[config.mk]
export PLATFORM = sky130hd
export DESIGN_NAME = alu_issue_stage
export DESIGN_NICKNAME = d
export VERILOG_FILES = /design/src/rtl/alu_issue_stage_pkg.sv /design/src/rtl/alu_issue_decode.sv /design/src/rtl/alu_issue_stage.sv
export SDC_FILE = /design/constraint.sdc
export NUM_CORES = 1
export LEC_CHECK = 0
export ABC_AREA = 1
export CAP_MARGIN = 30
export CELL_PAD_IN_SITES_DETAIL_PLACEMENT = 1
export CELL_PAD_IN_SITES_GLOBAL_PLACEMENT = 1
export CORE_MARGIN = 5
export CORE_UTILIZATION = 45
export CTS_CLUSTER_DIAMETER = 150
export DETAILED_ROUTE_END_ITERATION = 7
export DONT_BUFFER_PORTS = 1
export MAX_ROUTING_LAYER = met4
export PLACE_DENSITY = 0.95
export SETUP_SLACK_MARGIN = 0.3
export SLEW_MARGIN = 25
export SYNTH_ARGS = -nofsm -noshare
export SYNTH_HDL_FRONTEND = slang
export SYNTH_SLANG_ARGS = --single-unit
[constraint.sdc]
create_clock -name clk -period 2.3 [get_ports clk]
set_clock_uncertainty 0.05 [all_clocks]
set_input_delay 0.345 -clock clk [delete_from_list [all_inputs] [get_ports clk]]
set_output_delay 0.345 -clock clk [all_outputs]
set_load 0.01 [all_outputs]
[src/rtl/alu_issue_stage_pkg.sv]
// rtl/alu_issue_stage_pkg.sv - shared ALU operation codes, RV32I opcodes and command type
// Purpose: constants shared by the issue stage, its decoder and the ALU.
// Ports: none (package).
package alu_issue_stage_pkg;

    typedef enum logic [3:0] {
        ALU_SLL  = 4'd0,
        ALU_SRL  = 4'd1,
        ALU_SRA  = 4'd2,
        ALU_ADD  = 4'd3,
        ALU_SUB  = 4'd4,
        ALU_XOR  = 4'd5,
        ALU_OR   = 4'd6,
        ALU_AND  = 4'd7,
        ALU_SLT  = 4'd8,
        ALU_SLTU = 4'd9,
        ALU_LUI  = 4'd10,
        ALU_OP1  = 4'd11,
        ALU_NAND = 4'd12
    } alu_func_e;

    localparam logic [6:0] OPC_OP     = 7'b0110011;
    localparam logic [6:0] OPC_OP_IMM = 7'b0010011;
    localparam logic [6:0] OPC_LUI    = 7'b0110111;
    localparam logic [6:0] OPC_AUIPC  = 7'b0010111;
    localparam logic [6:0] OPC_JAL    = 7'b1101111;
    localparam logic [6:0] OPC_JALR   = 7'b1100111;

    localparam logic [6:0] F7_BASE = 7'b0000000;
    localparam logic [6:0] F7_ALT  = 7'b0100000;

endpackage

[src/rtl/alu_issue_decode.sv]
// rtl/alu_issue_decode.sv - combinational RV32I to ALU command decoder
// Purpose: map one instruction plus operands to an ALU command.
// Ports: i instr/pc/rs1_data/rs2_data; o ALU_func/op1/op2/rd/illegal.
module alu_issue_decode
    import alu_issue_stage_pkg::*;
(
    input  logic [31:0] instr,
    input  logic [31:0] pc,
    input  logic [31:0] rs1_data,
    input  logic [31:0] rs2_data,
    output alu_func_e   ALU_func,
    output logic [31:0] op1,
    output logic [31:0] op2,
    output logic [4:0]  rd,
    output logic        illegal
);

    logic [6:0]  w_opcode;
    logic [2:0]  w_funct3;
    logic [6:0]  w_funct7;
    logic [31:0] w_imm_i;
    logic [31:0] w_imm_u;
    logic [31:0] w_shamt;
    logic        w_legal;
    alu_func_e   w_func;
    logic [31:0] w_op1;
    logic [31:0] w_op2;

    assign w_opcode = instr[6:0];
    assign w_funct3 = instr[14:12];
    assign w_funct7 = instr[31:25];
    assign w_imm_i  = {{20{instr[31]}}, instr[31:20]};
    assign w_imm_u  = {instr[31:12], 12'b0};
    assign w_shamt  = {27'b0, instr[24:20]};

    always_comb begin
        w_legal = 1'b1;
        w_func  = ALU_ADD;
        w_op1   = '0;
        w_op2   = '0;
        case (w_opcode)
            OPC_OP: begin
                w_op1 = rs1_data;
                w_op2 = rs2_data;
                case (w_funct3)
                    3'b000:  w_func = w_funct7[5] ? ALU_SUB : ALU_ADD;
                    3'b001:  w_func = ALU_SLL;
                    3'b010:  w_func = ALU_SLT;
                    3'b011:  w_func = ALU_SLTU;
                    3'b100:  w_func = ALU_XOR;
                    3'b101:  w_func = w_funct7[5] ? ALU_SRA : ALU_SRL;
                    3'b110:  w_func = ALU_OR;
                    default: w_func = ALU_AND;
                endcase
                // Alternate funct7 only exists for ADD/SUB and SRL/SRA
                if (!(w_funct7 == F7_BASE ||
                      (w_funct7 == F7_ALT && (w_funct3 == 3'b000 || w_funct3 == 3'b101))))
                    w_legal = 1'b0;
            end
            OPC_OP_IMM: begin
                w_op1 = rs1_data;
                w_op2 = w_imm_i;
                case (w_funct3)
                    3'b000:  w_func = ALU_ADD;
                    3'b001: begin
                        w_func = ALU_SLL;
                        w_op2  = w_shamt;
                        if (w_funct7 != F7_BASE) w_legal = 1'b0;
                    end
                    3'b010:  w_func = ALU_SLT;
                    3'b011:  w_func = ALU_SLTU;
                    3'b100:  w_func = ALU_XOR;
                    3'b101: begin
                        w_func = (w_funct7 == F7_ALT) ? ALU_SRA : ALU_SRL;
                        w_op2  = w_shamt;
                        if (w_funct7 != F7_BASE && w_funct7 != F7_ALT) w_legal = 1'b0;
                    end
                    3'b110:  w_func = ALU_OR;
                    default: w_func = ALU_AND;
                endcase
            end
            OPC_LUI: begin
                w_func = ALU_LUI;
                w_op2  = w_imm_u;
            end
            OPC_AUIPC: begin
                w_op1 = pc;
                w_op2 = w_imm_u;
            end
            OPC_JAL, OPC_JALR: begin
                // Link address pc+4 is computed by the ALU
                w_op1 = pc;
                w_op2 = 32'd4;
            end
            default: w_legal = 1'b0;
        endcase
        // Every illegal form presents the same neutral command
        if (!w_legal) begin
            w_func = ALU_ADD;
            w_op1  = '0;
            w_op2  = '0;
        end
    end

    assign ALU_func = w_func;
    assign op1      = w_op1;
    assign op2      = w_op2;
    assign rd       = w_legal ? instr[11:7] : 5'd0;
    assign illegal  = !w_legal;

endmodule

[src/rtl/alu_issue_stage.sv]
// rtl/alu_issue_stage.sv - one-entry registered ALU issue stage with valid/ready handshake
// Purpose: decode an instruction and hold the ALU command for the execute stage.
// Ports: clk, rst; in_valid/in_ready, instr, pc, rs1_data, rs2_data, flush;
//        out_valid/out_ready, op1, op2, ALU_func, rd, illegal.
module alu_issue_stage
    import alu_issue_stage_pkg::*;
(
    input  logic        clk,
    input  logic        rst,
    input  logic        in_valid,
    output logic        in_ready,
    input  logic [31:0] instr,
    input  logic [31:0] pc,
    input  logic [31:0] rs1_data,
    input  logic [31:0] rs2_data,
    input  logic        flush,
    output logic        out_valid,
    input  logic        out_ready,
    output logic [31:0] op1,
    output logic [31:0] op2,
    output logic [3:0]  ALU_func,
    output logic [4:0]  rd,
    output logic        illegal
);

    alu_func_e   w_func;
    logic [31:0] w_op1;
    logic [31:0] w_op2;
    logic [4:0]  w_rd;
    logic        w_illegal;
    logic        w_capture;

    logic        r_valid;
    logic [31:0] r_op1;
    logic [31:0] r_op2;
    logic [3:0]  r_func;
    logic [4:0]  r_rd;
    logic        r_illegal;

    alu_issue_decode u_decode (
        .instr    (instr),
        .pc       (pc),
        .rs1_data (rs1_data),
        .rs2_data (rs2_data),
        .ALU_func (w_func),
        .op1      (w_op1),
        .op2      (w_op2),
        .rd       (w_rd),
        .illegal  (w_illegal)
    );

    assign in_ready  = !r_valid || out_ready;
    assign w_capture = in_valid && in_ready;

    always_ff @(posedge clk) begin
        if (rst) begin
            r_valid   <= 1'b0;
            r_op1     <= '0;
            r_op2     <= '0;
            r_func    <= ALU_ADD;
            r_rd      <= '0;
            r_illegal <= 1'b0;
        end else if (flush) begin
            // Data left as-is; it is don't-care once out_valid drops
            r_valid <= 1'b0;
        end else if (w_capture) begin
            r_valid   <= 1'b1;
            r_op1     <= w_op1;
            r_op2     <= w_op2;
            r_func    <= w_func;
            r_rd      <= w_rd;
            r_illegal <= w_illegal;
        end else if (out_ready) begin
            r_valid <= 1'b0;
        end
    end

    assign out_valid = r_valid;
    assign op1       = r_op1;
    assign op2       = r_op2;
    assign ALU_func  = r_func;
    assign rd        = r_rd;
    assign illegal   = r_illegal;

endmodule
==> report_table.html <==
<table>
<tr><th>Metric</th><th>Value</th></tr>
<tr><th colspan="2">Run status</th></tr>
<tr><td>Run status</td><td>complete, no violations</td></tr>
<tr><th colspan="2">Clock tree</th></tr>
<tr><td>TritonCTS clock tree</td><td>built</td></tr>
<tr><td>Total number of clock tree sinks</td><td>between 70 and 80</td></tr>
<tr><td>Cts bufs inserted</td><td>9</td></tr>
<tr><td>Deepest clock path buffer count</td><td>2</td></tr>
<tr><td>Clock slew at reported path FFs</td><td>0.09 ns</td></tr>
<tr><td>Count of buffers added by post-CTS timing repair for setup</td><td>0</td></tr>
<tr><td>Clock insertion delay at the later pin of the skew report</td><td>0.34 ns</td></tr>
<tr><td>Max H-tree Level</td><td>3</td></tr>
<tr><td>CTS Root Cell</td><td>clkbuf_8</td></tr>
<tr><th colspan="2">Critical path</th></tr>
<tr><td>Critical path type</td><td>reg -&gt; reg</td></tr>
<tr><td>Critical-path top delay cell</td><td>dfxtp_1</td></tr>
<tr><td>Cells traversed along the worst timing path</td><td>inv_1, or2_1, nand2_2, clkinv_4, buf_4, nand3_1, nand2_1, inv_1, nand2_1, nand2_1, nor2_1</td></tr>
<tr><td>Delay of the slowest critical-path stage</td><td>roughly 0.41 ns</td></tr>
<tr><td>Cell family with most CP delay</td><td>simple AND/OR/NAND/NOR gates</td></tr>
<tr><td>Capturing element type of the critical path</td><td>flop</td></tr>
<tr><td>Crit. path cell count</td><td>11</td></tr>
<tr><td>Combined buffer and inverter count along the critical path</td><td>4</td></tr>
<tr><td>Data arrival at the endpoint of the critical path</td><td>2.11 ns</td></tr>
<tr><td>Most Frequent Cell on Critical Path</td><td>nand2_1</td></tr>
<tr><td>Startpoint class of the critical path</td><td>flop</td></tr>
<tr><td>Setup slack of the worst register-to-register path</td><td>roughly 0.37 ns</td></tr>
<tr><td>Required time reported for the critical path endpoint</td><td>around 2.5 ns</td></tr>
<tr><td>R2R depth</td><td>11</td></tr>
<tr><td>Highest net fanout along the worst path</td><td>28</td></tr>
<tr><th colspan="2">Place</th></tr>
<tr><td>Cell count after placement</td><td>about 800</td></tr>
<tr><td>Buffers added on ports</td><td>0</td></tr>
<tr><td>RePlAce Congestion</td><td>just under 0.9</td></tr>
<tr><td>Placed wire-length estimate after detailed placement</td><td>approximately 11 mm</td></tr>
<tr><th colspan="2">Routing</th></tr>
<tr><td>Average routed wire per standard cell</td><td>roughly 19 um</td></tr>
<tr><td>Via Count</td><td>between 4000 and 5000</td></tr>
<tr><td>Number of remaining DRC errors</td><td>0</td></tr>
<tr><td>Wire length after detailed routing</td><td>about 15 mm</td></tr>
<tr><td>Average via count per standard cell</td><td>between 5 and 6</td></tr>
<tr><td>Number of detailed-route iterations in the first pass</td><td>4</td></tr>
<tr><td>Count of routing violations after the opening detailed-route iteration</td><td>between 200 and 300</td></tr>
<tr><td>Number of nets with antenna violations after detailed routing</td><td>0</td></tr>
<tr><th colspan="2">Die</th></tr>
<tr><td>Total die area</td><td>approximately 0.012 mm^2</td></tr>
<tr><td>Vertical die dimension</td><td>approximately 110 um</td></tr>
<tr><td>Total I/O pin count</td><td>between 200 and 250</td></tr>
<tr><td>Effective utilization at floorplan</td><td>0.461</td></tr>
<tr><td>Cell Rows</td><td>35</td></tr>
<tr><td>Width of the chip</td><td>~110 um</td></tr>
<tr><td>Placeable core region</td><td>0.00924 mm^2</td></tr>
<tr><th colspan="2">Timing</th></tr>
<tr><td>RSZ-0062 raised after global routing</td><td>yes</td></tr>
<tr><td>Total count of max-transition violations in the final report</td><td>0</td></tr>
<tr><td>Remaining max-slew budget at the tightest pin</td><td>0.499</td></tr>
<tr><td>Final-layout setup total negative slack</td><td>0 ns</td></tr>
<tr><td>Setup violation total in the final timing report</td><td>0</td></tr>
<tr><td>Hold slack final</td><td>0.0622 ns</td></tr>
<tr><td>Minimum clock period</td><td>between 1.5 and 2 ns</td></tr>
<tr><td>Number of hold-slack violations in the final timing report</td><td>0</td></tr>
<tr><td>Peak clock frequency supported by timing</td><td>519 MHz</td></tr>
<tr><td>Final clock period utilization by the worst path</td><td>0.837</td></tr>
<tr><td>Slew of the pin with the lowest slew margin</td><td>between 0.7 and 0.8 ns</td></tr>
<tr><th colspan="2">GRT</th></tr>
<tr><td>Maximum number of pins on one net before global-route repair</td><td>65</td></tr>
<tr><td>Global Route Usage Sum</td><td>0.260</td></tr>
<tr><td>Antenna violations before repair</td><td>0</td></tr>
<tr><td>Vias in the first global route</td><td>about 4800</td></tr>
<tr><td>Grt ovf</td><td>0</td></tr>
<tr><td>Global-route wire length before repair</td><td>roughly 24 mm</td></tr>
<tr><th colspan="2">Final layout</th></tr>
<tr><td>Fraction of final layout cells sized beyond drive strength 1</td><td>0.0644</td></tr>
<tr><td>Nets</td><td>a little under 800</td></tr>
<tr><td>Signed area change from the synthesized netlist to the final layout</td><td>5.58%</td></tr>
<tr><td>Final antenna diode count</td><td>0</td></tr>
<tr><td>Leading cell type in the layout, fill and taps excluded</td><td>nand2_1</td></tr>
<tr><td>Number of non-filler instances in the completed layout</td><td>approximately 800</td></tr>
<tr><td>Final Util</td><td>0.487</td></tr>
<tr><td>Most used cells in the layout excluding fill and tap cells</td><td>228 x nand2_1, 103 x nand3_1, 96 x nor2_1</td></tr>
<tr><th colspan="2">Synthesis</th></tr>
<tr><td>Sequential cell area fraction in the yosys report</td><td>0.352</td></tr>
<tr><td>Number of enable-type register cells in the synthesized netlist</td><td>0</td></tr>
<tr><td>Synthesized net count</td><td>819</td></tr>
<tr><td>Post-synthesis cell count</td><td>between 600 and 700</td></tr>
<tr><td>Post-synthesis sequential element count</td><td>75</td></tr>
<tr><td>Combined area of all synthesized cells</td><td>between 0.004 and 0.005 mm^2</td></tr>
<tr><td>Number of warning messages in the yosys log</td><td>0</td></tr>
<tr><td>Post-synthesis average cell area</td><td>~6.2 um^2</td></tr>
<tr><td>Ys flop type</td><td>dfxtp_1</td></tr>
<tr><td>Share of synthesized flip-flops with an asynchronous set or reset</td><td>0</td></tr>
<tr><td>Library cells used by synthesis</td><td>25</td></tr>
<tr><th colspan="2">Job</th></tr>
<tr><td>Max-Cap Viols</td><td>0</td></tr>
<tr><th colspan="2">Pwr</th></tr>
<tr><td>Net Sw Frac</td><td>0.284</td></tr>
<tr><td>Worst supply voltage drop on vdd</td><td>0.000393 V</td></tr>
<tr><td>Fraction of power consumed by combinational cells</td><td>0.092</td></tr>
<tr><td>Int Pwr</td><td>about 1.8 mW</td></tr>
<tr><td>Share of total power in sequential cells</td><td>0.535</td></tr>
<tr><td>Clock network fraction of total power</td><td>0.373</td></tr>
<tr><td>Power spent charging and discharging nets</td><td>between 0.7 and 0.8 mW</td></tr>
<tr><td>Leakage power</td><td>approximately 2 nW</td></tr>
<tr><td>Power density over cell area</td><td>~560 mW/mm^2</td></tr>
<tr><th colspan="2">Worst hold path</th></tr>
<tr><td>Cell depth of the worst min-delay path</td><td>2</td></tr>
<tr><td>Hold crit path type</td><td>in -&gt; reg</td></tr>
</table>
registers in the layout (all words and copies together), names as in the netlist:
register and count:
op2 32, ALU_func 4, rd 5, op1 32, out_valid 1, illegal 1
cells in the mapped netlist (2+ instances only):
cell	number	area, um^2
dfxtp_1	75	1500
nand4_1	34	213
o21ai_0	2	10.0
mux2i_1	6	60.1
inv_1	44	165
a21boi_0	19	143
buf_4	8	60.1
nor2_1	96	360
nand2_1	229	860
inv_2	7	26.3
a21oi_1	8	40.0
nand2_2	2	12.5
buf_2	27	135
o211ai_1	4	30.0
nand3_1	103	515
clkbuf_1	13	48.8
cells by family after synthesis:
family | share of synthesized area
muxes | 0.0141
and+or+nand+nor | 0.473
buffers and inverters | 0.103
DFF | 0.352
AOI/OAI and AO/OA | 0.0572
worst reg2reg max path: cells and delay by family (launching register included):
kind                   cells  cell delay, ns
flip-flops                 1            0.41
buffers and inverters      4            0.58
AND/OR/NAND/NOR            7            0.78
power groups by stage:
stage	Combinational [mW]	Clock, mW	Sequential, mW
final	0.231	0.936	1.34
after global routing	0.256	1.03	1.34
after CTS	0.228	0.963	1.34
after detailed placement	0.223	0	1.37
after global placement	0.210	0	1.37
after floorplan	0.182	0	1.37
worst paths after layout:
path / endpoint / startpoint
setup / recovery: op1[7] / out_valid
hold / removal: ALU_func[0] / rst
setup reg to reg: op1[7] / out_valid
hold reg to reg: ALU_func[2] / ALU_func[2]
cell type report:
cell class	instances	area (um^2)
Sequential cell	75	1500
Multi-Input combinational cell	511	2320
Timing Repair Buffer	15	141
Clock inverter	6	38.8
Fill cell	1287	4740
Clock buffer	10	138
Tap cell	129	161
Inverter	51	196
per-layer routing:
| metal | vias up | share of wire | track usage |
|---|---|---|---|
| met3 | 30 | 0.096 | 0.0918 |
| met2 | 191 | 0.51 | 0.468 |
| li1 | 2142 | - | - |
| met4 | 0 | 0.026 | 0.0812 |
| met1 | 2189 | 0.37 | 0.264 |
| met5 | - | 0 | - |
what timing repair did:
item | 4_1_cts | 5_1_grt
resized for setup | 2 | 3
gates cloned | 0 | 0
pin swaps | 0 | 0
hold buffers | 1 | 1
endpoints found under the hold margin | 4 | 1
setup endpoints to repair | 34 | 28
through the flow:
stage / area, um^2 / total power [mW] / worst slack (ns)
after global placement: 4290 / 1.58 / 0.347
after global routing: 4500 / 2.63 / 0.243
after CTS: 4480 / 2.53 / 0.368
after floorplan: 4260 / 1.55 / 0.660
after detailed placement: 4290 / 1.60 / 0.243
final: 4500 / 2.51 / 0.375
Note: power is estimated with default switching activity, not from simulation.
